File: config.mk
export PLATFORM = sky130hd
export DESIGN_NAME = add_seq_arbiter
export DESIGN_NICKNAME = d
export VERILOG_FILES = /design/src/rtl/addseq_pkg.sv /design/src/rtl/alu_adder.sv /design/src/rtl/rr_arb2.sv /design/src/rtl/add_seq_arbiter.sv
export SDC_FILE = /design/constraint.sdc
export NUM_CORES = 1
export LEC_CHECK = 0
export ABC_AREA = 1
export ABC_CLOCK_PERIOD_IN_PS = 2400
export BUFFER_PORTS_ARGS = -buffer_cell sky130_fd_sc_hd__clkbuf_2
export CORE_MARGIN = 4
export CORE_UTILIZATION = 57
export CTS_CLUSTER_SIZE = 12
export DETAILED_ROUTE_END_ITERATION = 10
export PLACE_DENSITY = 0.81
export SYNTH_ARGS = -nofsm -noshare
export SYNTH_HDL_FRONTEND = slang
export SYNTH_SLANG_ARGS = --single-unit
File: constraint.sdc
create_clock -name clock -period 2.4 [get_ports clock]
set_input_delay 0.12 -clock clock [delete_from_list [all_inputs] [get_ports clock]]
set_output_delay 0.12 -clock clock [all_outputs]
set_load 0.005 [all_outputs]
File: src/rtl/addseq_pkg.sv
// Shared definitions for the sequential adder arbiter: FSM encoding,
// datapath sizing and a small grant-decode helper.
package addseq_pkg;

  localparam int ADDSEQ_WIDTH = 32;
  localparam int ADDSEQ_NREQ  = 2;

  typedef enum logic [1:0] {
    ST_IDLE  = 2'd0,
    ST_GRANT = 2'd1,
    ST_ACCUM = 2'd2,
    ST_DONE  = 2'd3
  } state_t;

  // One-hot ready mask for the granted requester of a 2-way arbiter.
  function automatic logic [1:0] grant_onehot(input logic id);
    if (id) begin
      grant_onehot = 2'b10;
    end else begin
      grant_onehot = 2'b01;
    end
  endfunction

endpackage

File: src/rtl/alu_adder.sv
// Combinational WIDTH-bit adder with carry-in; the sum wraps modulo 2^WIDTH.
module alu_adder #(
  parameter int WIDTH = 32
) (
  input  logic [WIDTH-1:0] a,
  input  logic [WIDTH-1:0] b,
  input  logic             c_0,
  output logic [WIDTH-1:0] sum
);

  // Plain modular addition; the carry-out is not needed by this adder's users.
  always_comb begin
    sum = a + b + {{(WIDTH-1){1'b0}}, c_0};
  end

endmodule

File: src/rtl/rr_arb2.sv
// Two-way round-robin arbiter. The grant decision is combinational; the
// priority pointer moves to the other requester when a grant is released.
module rr_arb2 (
  input  logic       clock,
  input  logic       reset,
  input  logic [1:0] req,
  input  logic       release_en,
  input  logic       release_id,
  output logic       gnt_id
);

  logic rr_ptr_r;

  // Priority pointer: favour the requester that was not served last.
  always_ff @(posedge clock) begin
    if (reset) begin
      rr_ptr_r <= 1'b0;
    end else if (release_en) begin
      rr_ptr_r <= ~release_id;
    end
  end

  // Grant decode: a lone requester wins outright, a tie goes to the pointer.
  always_comb begin
    gnt_id = 1'b0;
    case (req)
      2'b01:   gnt_id = 1'b0;
      2'b10:   gnt_id = 1'b1;
      2'b11:   gnt_id = rr_ptr_r;
      default: gnt_id = 1'b0;
    endcase
  end

endmodule

File: src/rtl/add_seq_arbiter.sv
// add_seq_arbiter: shares one 32-bit adder between two operand streams.
// A requester is granted round-robin per transaction, its operands are summed
// mod 2^32 and the result is handed over on a valid/ready interface.
// Optional feature macro: ADDSEQ_CARRY_EN adds a sticky carry-out flag on
// output res_carry.
module add_seq_arbiter
  import addseq_pkg::*;
#(
  parameter int WIDTH = ADDSEQ_WIDTH,
  parameter int NREQ  = ADDSEQ_NREQ,
  parameter int CNT_W = 8
) (
  input  logic                  clock,
  input  logic                  reset,
  input  logic [NREQ-1:0]       req_valid,
  input  logic [NREQ*WIDTH-1:0] req_data,
  input  logic [NREQ-1:0]       req_last,
  output logic [NREQ-1:0]       req_ready,
  output logic                  res_valid,
  input  logic                  res_ready,
  output logic [WIDTH-1:0]      res_data,
  output logic                  res_id,
  output logic [CNT_W-1:0]      res_count,
`ifdef ADDSEQ_CARRY_EN
  output logic                  res_carry,
`endif
  output logic                  busy
);

  state_t             state_r;
  state_t             state_nxt_s;
  logic               grant_r;
  logic               gnt_s;
  logic               release_en_s;
  logic [WIDTH-1:0]   acc_r;
  logic [CNT_W-1:0]   cnt_r;
  logic [WIDTH-1:0]   sum_s;
  logic [WIDTH-1:0]   beat_data_s;
  logic               beat_last_s;
  logic               beat_hs_s;
  logic [NREQ-1:0]    req_ready_r;
  logic               busy_r;
  logic               res_valid_r;
  logic [WIDTH-1:0]   res_data_r;
  logic               res_id_r;
  logic [CNT_W-1:0]   res_count_r;
`ifdef ADDSEQ_CARRY_EN
  logic               carry_r;
  logic               carry_beat_s;
  logic               res_carry_r;
`endif

  // Operand counter increment that sticks at all-ones instead of wrapping.
  function automatic logic [CNT_W-1:0] cnt_sat_inc(input logic [CNT_W-1:0] v);
    if (&v) begin
      cnt_sat_inc = v;
    end else begin
      cnt_sat_inc = v + {{(CNT_W-1){1'b0}}, 1'b1};
    end
  endfunction

  // Only the granted requester's lane is ever looked at.
  assign beat_data_s  = grant_r ? req_data[2*WIDTH-1:WIDTH] : req_data[WIDTH-1:0];
  assign beat_last_s  = req_last[grant_r];
  assign beat_hs_s    = req_valid[grant_r] & req_ready_r[grant_r];
  assign release_en_s = (state_r == ST_DONE) & res_ready;

  rr_arb2 u_arb (
    .clock      (clock),
    .reset      (reset),
    .req        (req_valid),
    .release_en (release_en_s),
    .release_id (grant_r),
    .gnt_id     (gnt_s)
  );

  alu_adder #(.WIDTH(WIDTH)) u_adder (
    .a   (acc_r),
    .b   (beat_data_s),
    .c_0 (1'b0),
    .sum (sum_s)
  );

`ifdef ADDSEQ_CARRY_EN
  // A beat carried out of the top bit exactly when the wrapped sum is below the operand.
  assign carry_beat_s = (sum_s < beat_data_s);
`endif

  // Next-state decode for the transaction sequencer.
  always_comb begin
    state_nxt_s = state_r;
    case (state_r)
      ST_IDLE: begin
        if (|req_valid) begin
          state_nxt_s = ST_GRANT;
        end else begin
          state_nxt_s = ST_IDLE;
        end
      end
      ST_GRANT: begin
        state_nxt_s = ST_ACCUM;
      end
      ST_ACCUM: begin
        if (beat_hs_s && beat_last_s) begin
          state_nxt_s = ST_DONE;
        end else begin
          state_nxt_s = ST_ACCUM;
        end
      end
      ST_DONE: begin
        if (res_ready) begin
          state_nxt_s = ST_IDLE;
        end else begin
          state_nxt_s = ST_DONE;
        end
      end
      default: begin
        state_nxt_s = ST_IDLE;
      end
    endcase
  end

  // State register plus registered ready/busy derived from the upcoming state.
  always_ff @(posedge clock) begin
    if (reset) begin
      state_r     <= ST_IDLE;
      grant_r     <= 1'b0;
      req_ready_r <= {NREQ{1'b0}};
      busy_r      <= 1'b0;
    end else begin
      state_r <= state_nxt_s;
      busy_r  <= (state_nxt_s != ST_IDLE);
      if (state_nxt_s == ST_ACCUM) begin
        req_ready_r <= grant_onehot(grant_r);
      end else begin
        req_ready_r <= {NREQ{1'b0}};
      end
      if ((state_r == ST_IDLE) && (|req_valid)) begin
        grant_r <= gnt_s;
      end
    end
  end

  // Accumulator, operand count and result holding registers.
  always_ff @(posedge clock) begin
    if (reset) begin
      acc_r       <= {WIDTH{1'b0}};
      cnt_r       <= {CNT_W{1'b0}};
      res_valid_r <= 1'b0;
      res_data_r  <= {WIDTH{1'b0}};
      res_id_r    <= 1'b0;
      res_count_r <= {CNT_W{1'b0}};
`ifdef ADDSEQ_CARRY_EN
      carry_r     <= 1'b0;
      res_carry_r <= 1'b0;
`endif
    end else begin
      case (state_r)
        ST_GRANT: begin
          acc_r   <= {WIDTH{1'b0}};
          cnt_r   <= {CNT_W{1'b0}};
`ifdef ADDSEQ_CARRY_EN
          carry_r <= 1'b0;
`endif
        end
        ST_ACCUM: begin
          if (beat_hs_s) begin
            acc_r <= sum_s;
            cnt_r <= cnt_sat_inc(cnt_r);
`ifdef ADDSEQ_CARRY_EN
            carry_r <= carry_r | carry_beat_s;
`endif
            if (beat_last_s) begin
              res_valid_r <= 1'b1;
              res_data_r  <= sum_s;
              res_id_r    <= grant_r;
              res_count_r <= cnt_sat_inc(cnt_r);
`ifdef ADDSEQ_CARRY_EN
              res_carry_r <= carry_r | carry_beat_s;
`endif
            end
          end
        end
        ST_DONE: begin
          if (res_ready) begin
            res_valid_r <= 1'b0;
          end
        end
        default: begin
          acc_r <= acc_r;
        end
      endcase
    end
  end

  assign req_ready = req_ready_r;
  assign busy      = busy_r;
  assign res_valid = res_valid_r;
  assign res_data  = res_data_r;
  assign res_id    = res_id_r;
  assign res_count = res_count_r;
`ifdef ADDSEQ_CARRY_EN
  assign res_carry = res_carry_r;
`endif

endmodule
---- Word-level counts from Yosys, hierarchy flattened ----
Index checks and enable logic that the tools add are counted.
storage, ports and cells
  register bits after elaboration ......... 89
  latch bits .............................. 0
  memory bits (writable) .................. 0
  memory bits (read-only) ................. 0
  output and inout bits ................... 45
  memories ................................ 0
operators by class
  add/sub/neg operators ................... 2
  $mul .................................... 0
  div/mod/pow operators ................... 0
  order comparisons ....................... 1
  equality and inequality tests ........... 9
  shift operators ......................... 0
  multiplexer cells ....................... 22
  bitwise gates (word level) .............. 4
  reduce and logical (&&, ||, !) cells .... 12
operator list
  kind                   count
  $mux W32               2
  $pmux W32 S2           1
  $add A32 B32 Y32       1
  $mux W8                2
  $pmux W8 S2            1
  $mux W1                11
  $eq A2 B2 Y1 const B   5
  $add A8 B1 Y8 const B  1
  $pmux W2 S4            1
  $reduce_and A8 Y1      1
  $ne A2 B2 Y1 const B   3
  $reduce_bool A2 Y1     3
  $mux W2                2
  $pmux W1 S2            2
  $reduce_and A4 Y1      1
  $reduce_or A2 Y1       2
  $reduce_and A3 Y1      1
  $and A1 B1 Y1          2
  $eq A2 B1 Y1 const B   1
  $logic_and A1 B1 Y1    2
  $logic_not A2 Y1       1
  $lt A1 B2 Y1 const B   1
  $not A1 Y1             2
  $reduce_and A2 Y1      1

---- Longest topological paths before layout ----
Gate-level depths: netlist (run 1).
  word-level depth ........................ 9
  mapped depth ............................ 19
  gate-level depth less buffers ........... 18

---- Modules after synthesis ----
Synthesis (run 1) repeated with hierarchy kept, for this count alone.
second synthesis, totals
  cell total of the unflattened synthesis .. 1,047
  area total of the unflattened synthesis .. 6,212.2 um^2
by module, submodules not included
  module           instances  cells an instance  area each (um^2)  seq. area each (um^2)
  add_seq_arbiter  1          548                3,789.9           1,761.7
  alu_adder        1          491                2,372.3           0.0
  rr_arb2          1          8                  50.0              20.0

---- Worst setup path before layout (run 1) ----
Ideal clock, no wire load.
  kind .................................... flip-flop to flip-flop
  from .................................... reg grant_r
  to ...................................... reg res_data_r[9] (netlist: res_data[9])
  setup time .............................. 0.116 ns
  arrival ................................. 2.054 ns
  setup slack ............................. 0.230 ns
  cell stages (with the launch flop) ...... 17
  clock period less this slack ............ 2.170 ns
  cells stage by stage .................... dfxtp_1 > buf_6 > inv_4 > clkbuf_1 > nand2_1 > nand2_1 > ha_1 > nand2_2 > inv_1 > nand2_1 > nand2_1 > nand3b_2 > or2_1 > nand2_1 > nand2_1 > o211ai_1 > inv_1
between the ends
  word-level cells in the longest chain between the ends .. 4
  elaborated cells between the ends (all ways) .. 10
  those cells by class .................... add/sub (1); mux (7); bitwise (1); reduce/logical (1)
RTL lines
  what                                                                      RTL line                source
  start, declared                                                           add_seq_arbiter.sv:32   logic grant_r;
  start signal, assigned                                                    add_seq_arbiter.sv:139  grant_r <= gnt_s;
  parallel branches: the longest is 4 deep, another holds $add A32 B32 Y32  -
  end signal, assigned                                                      add_seq_arbiter.sv:150  res_data_r <= {WIDTH{1'b0}};
  end signal, assigned                                                      add_seq_arbiter.sv:175  res_data_r <= sum_s;
  end, declared                                                             add_seq_arbiter.sv:44   logic [WIDTH-1:0] res_data_r;
Several ways; the timed one is not identified. The select of a mux whose other input is x is not followed.
A chain may end at the register's enable or synchronous reset.

---- Worst setup path after layout (run 1) ----
  from .................................... reg grant_r
  to ...................................... reg res_data_r[24] (netlist: res_data[24])
The elaborated chain is that of the path after synthesis.

==> reports/results.tsv, run 1 <==
metric	value	unit
MaxCap Viol Count	0	
fmax	442	MHz
reg2reg start	grant_r	
critical path class	flip-flop to flip-flop	
Worst Hold Launch	req_valid[1]	
Cell Area, Synth	6330	um^2
unrepaired setup endpoints after global routing	true	
hold_buf cts	0	
CTS Buf Count	9	
Worst-Margin Slew	0.763	ns
worst-path fanout max	15	
Yosys warnings	0	
Slew headroom	0.491	
Post-Syn Instances	1069	
H-tree depth	3	
Clock Tree Root	clkbuf_8	
Critical Path AT	2.55	ns
Longest Clk Path Bufs	2	
HPWL after DPL	12.9	mm
GRT Util Overall	0.265	
first-pass GRT wire length	27.8	mm
Peak VDD IR	0.282	mV
I/O pin total	116	
DR WL/cell	12.8	um
Area Overhead vs Synth	17.9	%
Hold Path Class	input port to flip-flop	
Die Height	113	um
crit path capture type	flip-flop	
Yosys top cell by area	dfxtp_1	
launching element type of the critical path	flip-flop	
Synth top area share	0.281	
reg2reg path depth	17	
Tmin final	2.26	ns
Final Non-Filler Cells	1327	
core footprint	10800	um^2
synth top area cells	dfxtp_1, nand2_1, inv_1	
drt first pass iters	5	
Placed Area	7060	um^2
routability cong.	0.959	
Via Count	6632	
final max-slew violation count	0	
PD cells	434	nW/um^2
synth unique cells	39	
Die X	113	um
initial DRC count	449	
# Post-CTS Setup Buffers	0	
share of cells above drive strength 1	0.193	
num rows	38	
Mapped Nets	1173	
final wirelength	16.9	mm
worst-skew pair later-pin latency	0.39	ns
Diodes inserted	0	
final setup vio count	0	
vias per cell	5.00	
placed cells	1311	
WP data required	2.69	ns
Leak Pwr	0.00421	uW
Avg Cell Area, Syn	5.92	um^2
fillcell total	1018	
Die ar.	12900	um^2
worst reg2reg setup slack	0.14	ns
vias in the first global route	5950	
GRT overflow	0	
fin nets	1286	
Reg clk slew, reported paths	0.09	ns
outcome	finished clean	
CTS Sinks	89	
CTS tree	yes	
final hold vios	0	
post-CTS resize count	0	
Hold Path Sink	grant_r	
initial antenna violation count	0	
Cells on Worst Hold Path	3	
reg2reg end	res_data[24]	
post-route cell area	7470	um^2
Worst Clk Skew	0.00861	ns
PortBufs	115	
largest net degree at the start of global routing	68	
#FFs+latches synth	89	
period utilization	0.942	
ANT nets after route	0	
Initial Util	0.584	
drt drc	0	
Seq/Total Area, Yosys	0.281	
## layout make-up
cell class	count	area (um^2)	area share
multi-input combinational	788	3930	0.526
sequential	89	1790	0.239
timing repair buffer	134	759	0.102
inverter	160	612	0.0819
tap	140	175	0.0235
clock buffer	11	141	0.0189
clock inverter	5	62.6	0.00838
## flip-flops by register name, summed over array words and instances, names as in the netlist, 2 cells and up
register / flops
res_count: 8
cnt_r: 8
res_data: 32
acc_r: 32
state_r: 2
req_ready: 2
## critical path, stage by stage (launching register included)
cell and delay, ns:
dfxtp_4 0.40, inv_8 0.07, buf_4 0.15, nand2_1 0.05, nand2_1 0.06, ha_1 0.33, nand2_1 0.17, inv_1 0.07
a21oi_1 0.17, nand2_1 0.11, nand2_1 0.08, nand2_2 0.07, nand2_1 0.11, nand3_1 0.10, nand2_1 0.08, nand2_1 0.04
nand2_1 0.05, inv_1 0.04
## synthesized netlist by cell type, drive strengths merged
| library cell | count |
|---|---|
| nand2 | 452 |
| inv | 159 |
| nor2 | 108 |
| dfxtp | 89 |
| a21oi | 67 |
| nand3 | 48 |
| ha | 32 |
| o21ai | 30 |
| buf | 16 |
| clkbuf | 16 |
| xor2 | 14 |
| nor3 | 8 |
| nand3b | 6 |
| a21o | 4 |
| or2 | 4 |
| a31oi | 3 |
| xnor2 | 3 |
| and2 | 2 |
| o211ai | 2 |
| a211oi | 1 |
| clkinv | 1 |
| fa | 1 |
| mux2i | 1 |
| o21a | 1 |
| o21bai | 1 |
## logic make-up after synthesis
group,synth area share
AND/OR/NAND/NOR,0.404
buffers and inverters,0.128
AO/OA/AOI/OAI,0.0923
flip-flops,0.281
adder cells (fa/ha/maj),0.0664
XOR/XNOR,0.0259
multiplexers,0.00158
## metal layers
layer / track usage / part of all wire / vias to the layer above
li1: - / - / 3488
met3: 0.0377 / 0.065 / 16
met2: 0.431 / 0.45 / 194
met5: 0 / 0 / -
met4: 0.0665 / 0.015 / 0
met1: 0.372 / 0.47 / 2934
## per-stage QoR
| stage | util | TNS, ns | hold slack [ns] | setup slack (ns) | power [uW] |
|---|---|---|---|---|---|
| 2_1_floorplan | - | 0 | 0.284 | 0.230 | 1940 |
| 3_3_place_gp | 0.651 | 0 | 0.443 | 0.0341 | 2110 |
| 3_5_place_dp | 0.651 | 0 | 0.439 | 0.0396 | 2110 |
| 4_1_cts | 0.670 | 0 | 0.0215 | 0.0200 | 3210 |
| 5_1_grt | 0.689 | -0.486 | 0.0259 | -0.0568 | 3400 |
| 6_report | 0.689 | 0 | 0.0366 | 0.139 | 3240 |
## worst max-delay path by stage
stage,start,to,slack [ns]
floorplan,grant_r,res_data[9],0.23
global placement,grant_r,res_data[26],0.03
detailed placement,grant_r,res_data[28],0.04
CTS,grant_r,res_data[28],0.02
global route,grant_r,acc_r[29],-0.06
finish,grant_r,res_data[24],0.14
## power breakdown
| group | switching [uW] | internal [uW] |
|---|---|---|
| logic | 391 | 231 |
| clock network | 590 | 520 |
| registers | 13.4 | 1490 |
## cells in the final DEF (no fill, tap or decap), types with 9 or more instances in the layout
| cell type | instances |
|---|---|
| a21oi_1 | 57 |
| a21oi_2 | 10 |
| buf_4 | 15 |
| clkbuf_2 | 115 |
| clkbuf_8 | 10 |
| dfxtp_1 | 88 |
| ha_1 | 18 |
| inv_1 | 155 |
| nand2_1 | 431 |
| nand2_2 | 20 |
| nand3_1 | 39 |
| nand3_2 | 9 |
| nor2_1 | 96 |
| nor2_2 | 10 |
| o21ai_0 | 24 |
| xor2_1 | 12 |
(Power assumes the default switching activity.)
==> run 2: changes to the inputs <==
- ABC_CLOCK_PERIOD_IN_PS: 2400 -> default
- CORE_ASPECT_RATIO: default -> 1.25
- CORE_UTILIZATION: 57 -> 45
- PLACE_DENSITY: 0.81 -> 0.67
==> reports/results.tsv, run 2 (synthesis gave the netlist of run 1 again) <==
metric	value	unit	change
outcome	finished clean		unchanged
PD cells	449	nW/um^2	was 434 nW/um^2
Reg clk slew, reported paths	0.07	ns	was 0.09 ns
worst-path cell chain	inv_6 -> clkbuf_16 -> nand2_1 -> nand2_1 -> ha_4 -> nand2_2 -> buf_4 -> nor2_2 -> and2_1 -> nand2_1 -> nand2_2 -> nand2_2 -> nand2_1 -> nand2_1 -> nand2_1 -> nand2_1 -> nand2_1 -> inv_1		was inv_8 -> buf_4 -> nand2_1 -> nand2_1 -> ha_1 -> nand2_1 -> inv_1 -> a21oi_1 -> nand2_1 -> nand2_1 -> nand2_2 -> nand2_1 -> nand3_1 -> nand2_1 -> nand2_1 -> nand2_1 -> inv_1
final wirelength	18.3	mm	was 16.9 mm
critical path class	flip-flop to flip-flop		unchanged
WP data required	2.65	ns	was 2.69 ns
CP Buf/Inv Count	4		unchanged
launching element type of the critical path	flip-flop		unchanged
DR WL/cell	13.2	um	was 12.8 um
I/O pin total	116		unchanged
slowest cell delay on critical path	0.41	ns	was 0.40 ns
CTS tree	yes		unchanged
vias in the first global route	6266		was 5950
unrepaired setup endpoints after global routing	true		unchanged
Die Height	141	um	was 113 um
Pint	2490	uW	was 2240 uW
most frequent cells in the layout	nand2_1, inv_1, clkbuf_2		unchanged
fmax	443	MHz	was 442 MHz
Diodes inserted	0		unchanged
Hold WS	0.0796	ns	was 0.0366 ns
initial DRC count	390		was 449
GRT overflow	0		unchanged
GRT busiest layer	met2		unchanged
worst-skew pair later-pin latency	0.35	ns	was 0.39 ns
drt drc	0		unchanged
PortBufs	115		unchanged
Slew headroom	0.492		was 0.491
WP depth	18		was 17
GRT Util Overall	0.228		was 0.265
ANT nets after route	0		unchanged
Peak VDD IR	0.478	mV	was 0.282 mV
Worst-Margin Slew	0.762	ns	was 0.763 ns
Leak Pwr	0.00436	uW	was 0.00421 uW
leading cell type in the layout, fill and taps excluded	nand2_1		unchanged
num rows	48		was 38
vias per cell	4.78		was 5.00
fillcell total	1397		was 1018
Psw	1070	uW	was 994 uW
worst-path fanout max	10		was 15
Cells on Worst Hold Path	3		unchanged
reg2reg path depth	18		was 17
largest net degree at the start of global routing	68		unchanged
share of cells above drive strength 1	0.221		was 0.193
CTS Sinks	89		unchanged
final hold vios	0		unchanged
Top cell by count, worst path	nand2_1		unchanged
sw frac	0.301		was 0.307
fin nets	1308		was 1286
period utilization	0.941		was 0.942
met3 capacity usage during global routing	0.0262		was 0.0377
Worst Clk Skew	0.00901	ns	was 0.00861 ns
Critical Path AT	2.51	ns	was 2.55 ns
routability cong.	0.951		was 0.959
total chip power	3560	uW	was 3240 uW
Longest Clk Path Bufs	2		unchanged
hold_buf cts	0		unchanged
first-pass GRT wire length	29.5	mm	was 27.8 mm
Hold Path Class	input port to flip-flop		unchanged
drt first pass iters	5		unchanged
CP max-delay cell	dfxtp_4		unchanged
Comb power frac	0.198		was 0.192
core footprint	13800	um^2	was 10800 um^2
Die ar.	16000	um^2	was 12900 um^2
Clock Tree Root	clkbuf_16		was clkbuf_8
MaxCap Viol Count	0		unchanged
GR Util met2	0.416		was 0.431
Die X	114	um	was 113 um
sequential share of power	0.424		was 0.465
clock share of power	0.378		was 0.343
final setup vio count	0		unchanged
Initial Util	0.458		was 0.584
final max-slew violation count	0		unchanged
Total Negative Setup Slacks	0	ns	unchanged
Tmin final	2.26	ns	about the same
met1 usage	0.263		was 0.372
HPWL after DPL	14.2	mm	was 12.9 mm
Via Count	6622		was 6632
initial antenna violation count	0		unchanged
Area Overhead vs Synth	25.1	%	was 17.9%
CP delay by family, top	simple AND/OR/NAND/NOR gates		unchanged
crit path capture type	flip-flop		unchanged
CTS Buf Count	9		unchanged
H-tree depth	3		unchanged
## run 2: cell type report
cell class	instances	area, um^2	area share
multi-input cells	788	4080	0.515
flip-flops and latches	89	1790	0.225
repair buffers	156	951	0.120
inverters	160	609	0.0769
clock buffers	11	233	0.0294
well taps	175	219	0.0276
clock inverters	5	42.5	0.00537
## run 2: power groups by stage
stage | Sequential, uW | Clock (uW) | Combinational, uW
6_report | 1510 | 1340 | 705
5_1_grt | 1510 | 1420 | 788
4_1_cts | 1510 | 1360 | 627
3_5_place_dp | 1540 | 0 | 624
3_3_place_gp | 1540 | 0 | 624
2_1_floorplan | 1540 | 0 | 398
## run 2: repair_timing
action | in CTS | in global routing
pin swaps | 0 | 9
gates resized for setup | 1 | 73
setup buffers | 0 | 1
setup endpoints to repair | 11 | 48
cloned | 0 | 1
## run 2: worst paths after layout
check / start / end / slack (ns)
setup / recovery: grant_r / res_data[29] / 0.14
hold / removal: res_ready / u_arb.rr_ptr_r / 0.08
setup reg to reg: grant_r / res_data[29] / 0.14
hold reg to reg: u_arb.rr_ptr_r / u_arb.rr_ptr_r / 0.46
## run 2: stage by stage
step	util	cells	cell area (um^2)	setup slack, ns
finish	0.574	1384	7920	0.141
global route	0.574	1384	7920	-0.0208
CTS	0.545	1382	7530	0.00610
detailed placement	0.525	1366	7250	-0.0480
global placement	0.525	1366	7250	-0.00593
floorplan	-	1069	6330	0.230
## run 2: tightest hold or removal path, cell delays in order
cell	delay, ns
clkbuf_2	0.10
nand3_1	0.09
a21oi_1	0.07
## run 2: routing by layer
| layer | vias to the layer above | share of wire |
|---|---|---|
| met1 | 2936 | 0.43 |
| met5 | - | 0 |
| li1 | 3526 | - |
| met4 | 0 | 0.035 |
| met2 | 127 | 0.51 |
| met3 | 33 | 0.032 |
==> run 3: changes to the inputs <==
--- a/config.mk
+++ b/config.mk
@@ -14,4 +14,5 @@
 export DETAILED_ROUTE_END_ITERATION = 10
 export PLACE_DENSITY = 0.67
+export SETUP_SLACK_MARGIN = 0.05
 export SYNTH_ARGS = -nofsm -noshare
 export SYNTH_HDL_FRONTEND = slang
==> constraint.sdc (replaced) <==
create_clock -name clock -period 2.4 [get_ports clock]
set_input_delay 0.12 -clock clock [delete_from_list [all_inputs] [get_ports clock]]
set_output_delay 0.12 -clock clock [all_outputs]
set_load 0.02 [all_outputs]
==> reports/results.tsv, run 3 (synthesis gave the netlist of run 1 again) <==
metric	value	unit	change
Area Overhead vs Synth	28.1	%	was 25.1%
Peak VDD IR	0.481	mV	was 0.478 mV
worst-skew pair later-pin latency	0.35	ns	about the same
Psw	1100	uW	was 1070 uW
fin nets	1311		was 1308
Placed Area	7250	um^2	unchanged
Leak Pwr	0.00439	uW	was 0.00436 uW
CTS Buf Count	9		unchanged
GRT overflow	0		unchanged
routability cong.	0.951		unchanged
Pint	2510	uW	was 2490 uW
fmax	440	MHz	was 443 MHz
I/O pin total	116		unchanged
post-route cell area	8110	um^2	was 7920 um^2
Reg clk slew, reported paths	0.07	ns	about the same
outcome	finished clean		unchanged
GRT Util Overall	0.228		about the same
Die Height	141	um	unchanged
placed cells	1366		unchanged
crit path capture type	flip-flop		unchanged
final hold vios	0		unchanged
most frequent cells in the layout	nand2_1, inv_1, clkbuf_2		unchanged
H-tree depth	3		unchanged
MaxCap Viol Count	0		unchanged
Longest Clk Path Bufs	2		unchanged
Hold Path Class	input port to flip-flop		unchanged
PortBufs	115		unchanged
Initial Util	0.458		unchanged
clock share of power	0.372		was 0.378
drt drc	0		unchanged
final wirelength	18.7	mm	was 18.3 mm
Critical Path AT	2.52	ns	was 2.51 ns
Hold WS	0.0764	ns	was 0.0796 ns
vias in the first global route	6268		was 6266
worst-path fanout max	10		unchanged
share of cells above drive strength 1	0.246		was 0.221
Die X	114	um	unchanged
period utilization	0.946		was 0.941
core footprint	13800	um^2	unchanged
Diodes inserted	0		unchanged
PD cells	445	nW/um^2	was 449 nW/um^2
initial DRC count	340		was 390
initial antenna violation count	0		unchanged
DR WL/cell	13.5	um	was 13.2 um
critical path class	flip-flop to flip-flop		unchanged
unrepaired setup endpoints after global routing	true		unchanged
Tmin final	2.27	ns	was 2.26 ns
sequential share of power	0.418		was 0.424
Slew headroom	0.471		was 0.492
final setup vio count	0		unchanged
fillcell total	1378		was 1397
first-pass GRT wire length	29.5	mm	about the same
Clock Tree Root	clkbuf_16		unchanged
sw frac	0.305		was 0.301
CTS tree	yes		unchanged
Worst Clk Skew	0.00930	ns	was 0.00901 ns
ANT nets after route	0		unchanged
vias per cell	4.82		was 4.78
HPWL after DPL	14.2	mm	unchanged
Worst-Margin Slew	0.794	ns	was 0.762 ns
Comb power frac	0.210		was 0.198
final max-slew violation count	0		unchanged
drt first pass iters	5		unchanged
launching element type of the critical path	flip-flop		unchanged
Via Count	6686		was 6622
WP data required	2.65	ns	about the same
CTS Sinks	89		unchanged
Die ar.	16000	um^2	unchanged
leading cell type in the layout, fill and taps excluded	nand2_1		unchanged
num rows	48		unchanged
Final Non-Filler Cells	1387		was 1384
largest net degree at the start of global routing	68		unchanged
[run 3: changes by cell type in the layout (fill, tap and decap cells not counted), sizes merged]
cell and delta:
buf +3
[run 3: layout make-up]
cell class                 instances  area [um^2]  share of cell area
clock buffer                      11          233              0.0287
tap                              175          219              0.0270
inverter                         160          609              0.0751
sequential                        89         1790               0.220
clock inverter                     5         42.5             0.00525
timing repair buffer             159          973               0.120
multi-input combinational        788         4250               0.524
[run 3: what timing repair did]
action                     4_1_cts  5_1_grt
gates cloned                     0        1
hold buffers                     0        0
setup endpoints to repair       37       51
gates resized for setup          5      107
pin swaps                        0       19
setup buffers                    0        4
[run 3: path summary, 6_finish.rpt]
check | from | endpoint | slack [ns] | depth (start not counted)
setup / recovery | grant_r | res_data[10] | 0.13 | 16
hold / removal | res_ready | u_arb.rr_ptr_r | 0.08 | 3
setup reg to reg | grant_r | res_data[10] | 0.13 | 16
hold reg to reg | u_arb.rr_ptr_r | u_arb.rr_ptr_r | 0.46 | 2
[run 3: per-layer routing]
layer  wire length [um]  global-route usage  vias to the layer above  part of all wire
met2               9600               0.415                      129              0.51
met5                  0                   0                        -                 0
met3                627              0.0275                       43             0.033
met4                726               0.104                        0             0.039
met1               7770               0.262                     2983              0.41
li1                   -                   -                     3531                 -
[run 3: through the flow]
step / utilization / setup slack [ns] / total power (uW) / setup TNS [ns]
final: 0.587 / 0.129 / 3610 / 0
after global routing: 0.587 / -0.0217 / 3770 / -0.0935
after CTS: 0.548 / 0.0499 / 3510 / 0
after detailed placement: 0.525 / -0.0480 / 2170 / -0.208
after global placement: 0.525 / -0.00593 / 2170 / -0.00593
after floorplan: - / 0.230 / 1950 / 0
[run 3: critical path: stages (launching register included)]
cell and delay, ns:
dfxtp_4 0.41, inv_6 0.07, clkbuf_16 0.16, nand2_1 0.07, nand2_1 0.09, ha_4 0.25
nand2_1 0.10, nand2_1 0.06, nand2_1 0.09, nand2_1 0.06, nand2_1 0.06, nand3b_1 0.20
or2_1 0.32, nand2_1 0.07, nand2_1 0.05, o211ai_1 0.07, inv_1 0.05
[run 3: power groups by stage]
stage                     Clock (uW)  Sequential [uW]  Combinational (uW)
final                           1340             1510                 759
after global routing            1420             1510                 842
after CTS                       1360             1510                 644
after detailed placement           0             1540                 634
after global placement             0             1540                 634
after floorplan                    0             1550                 398
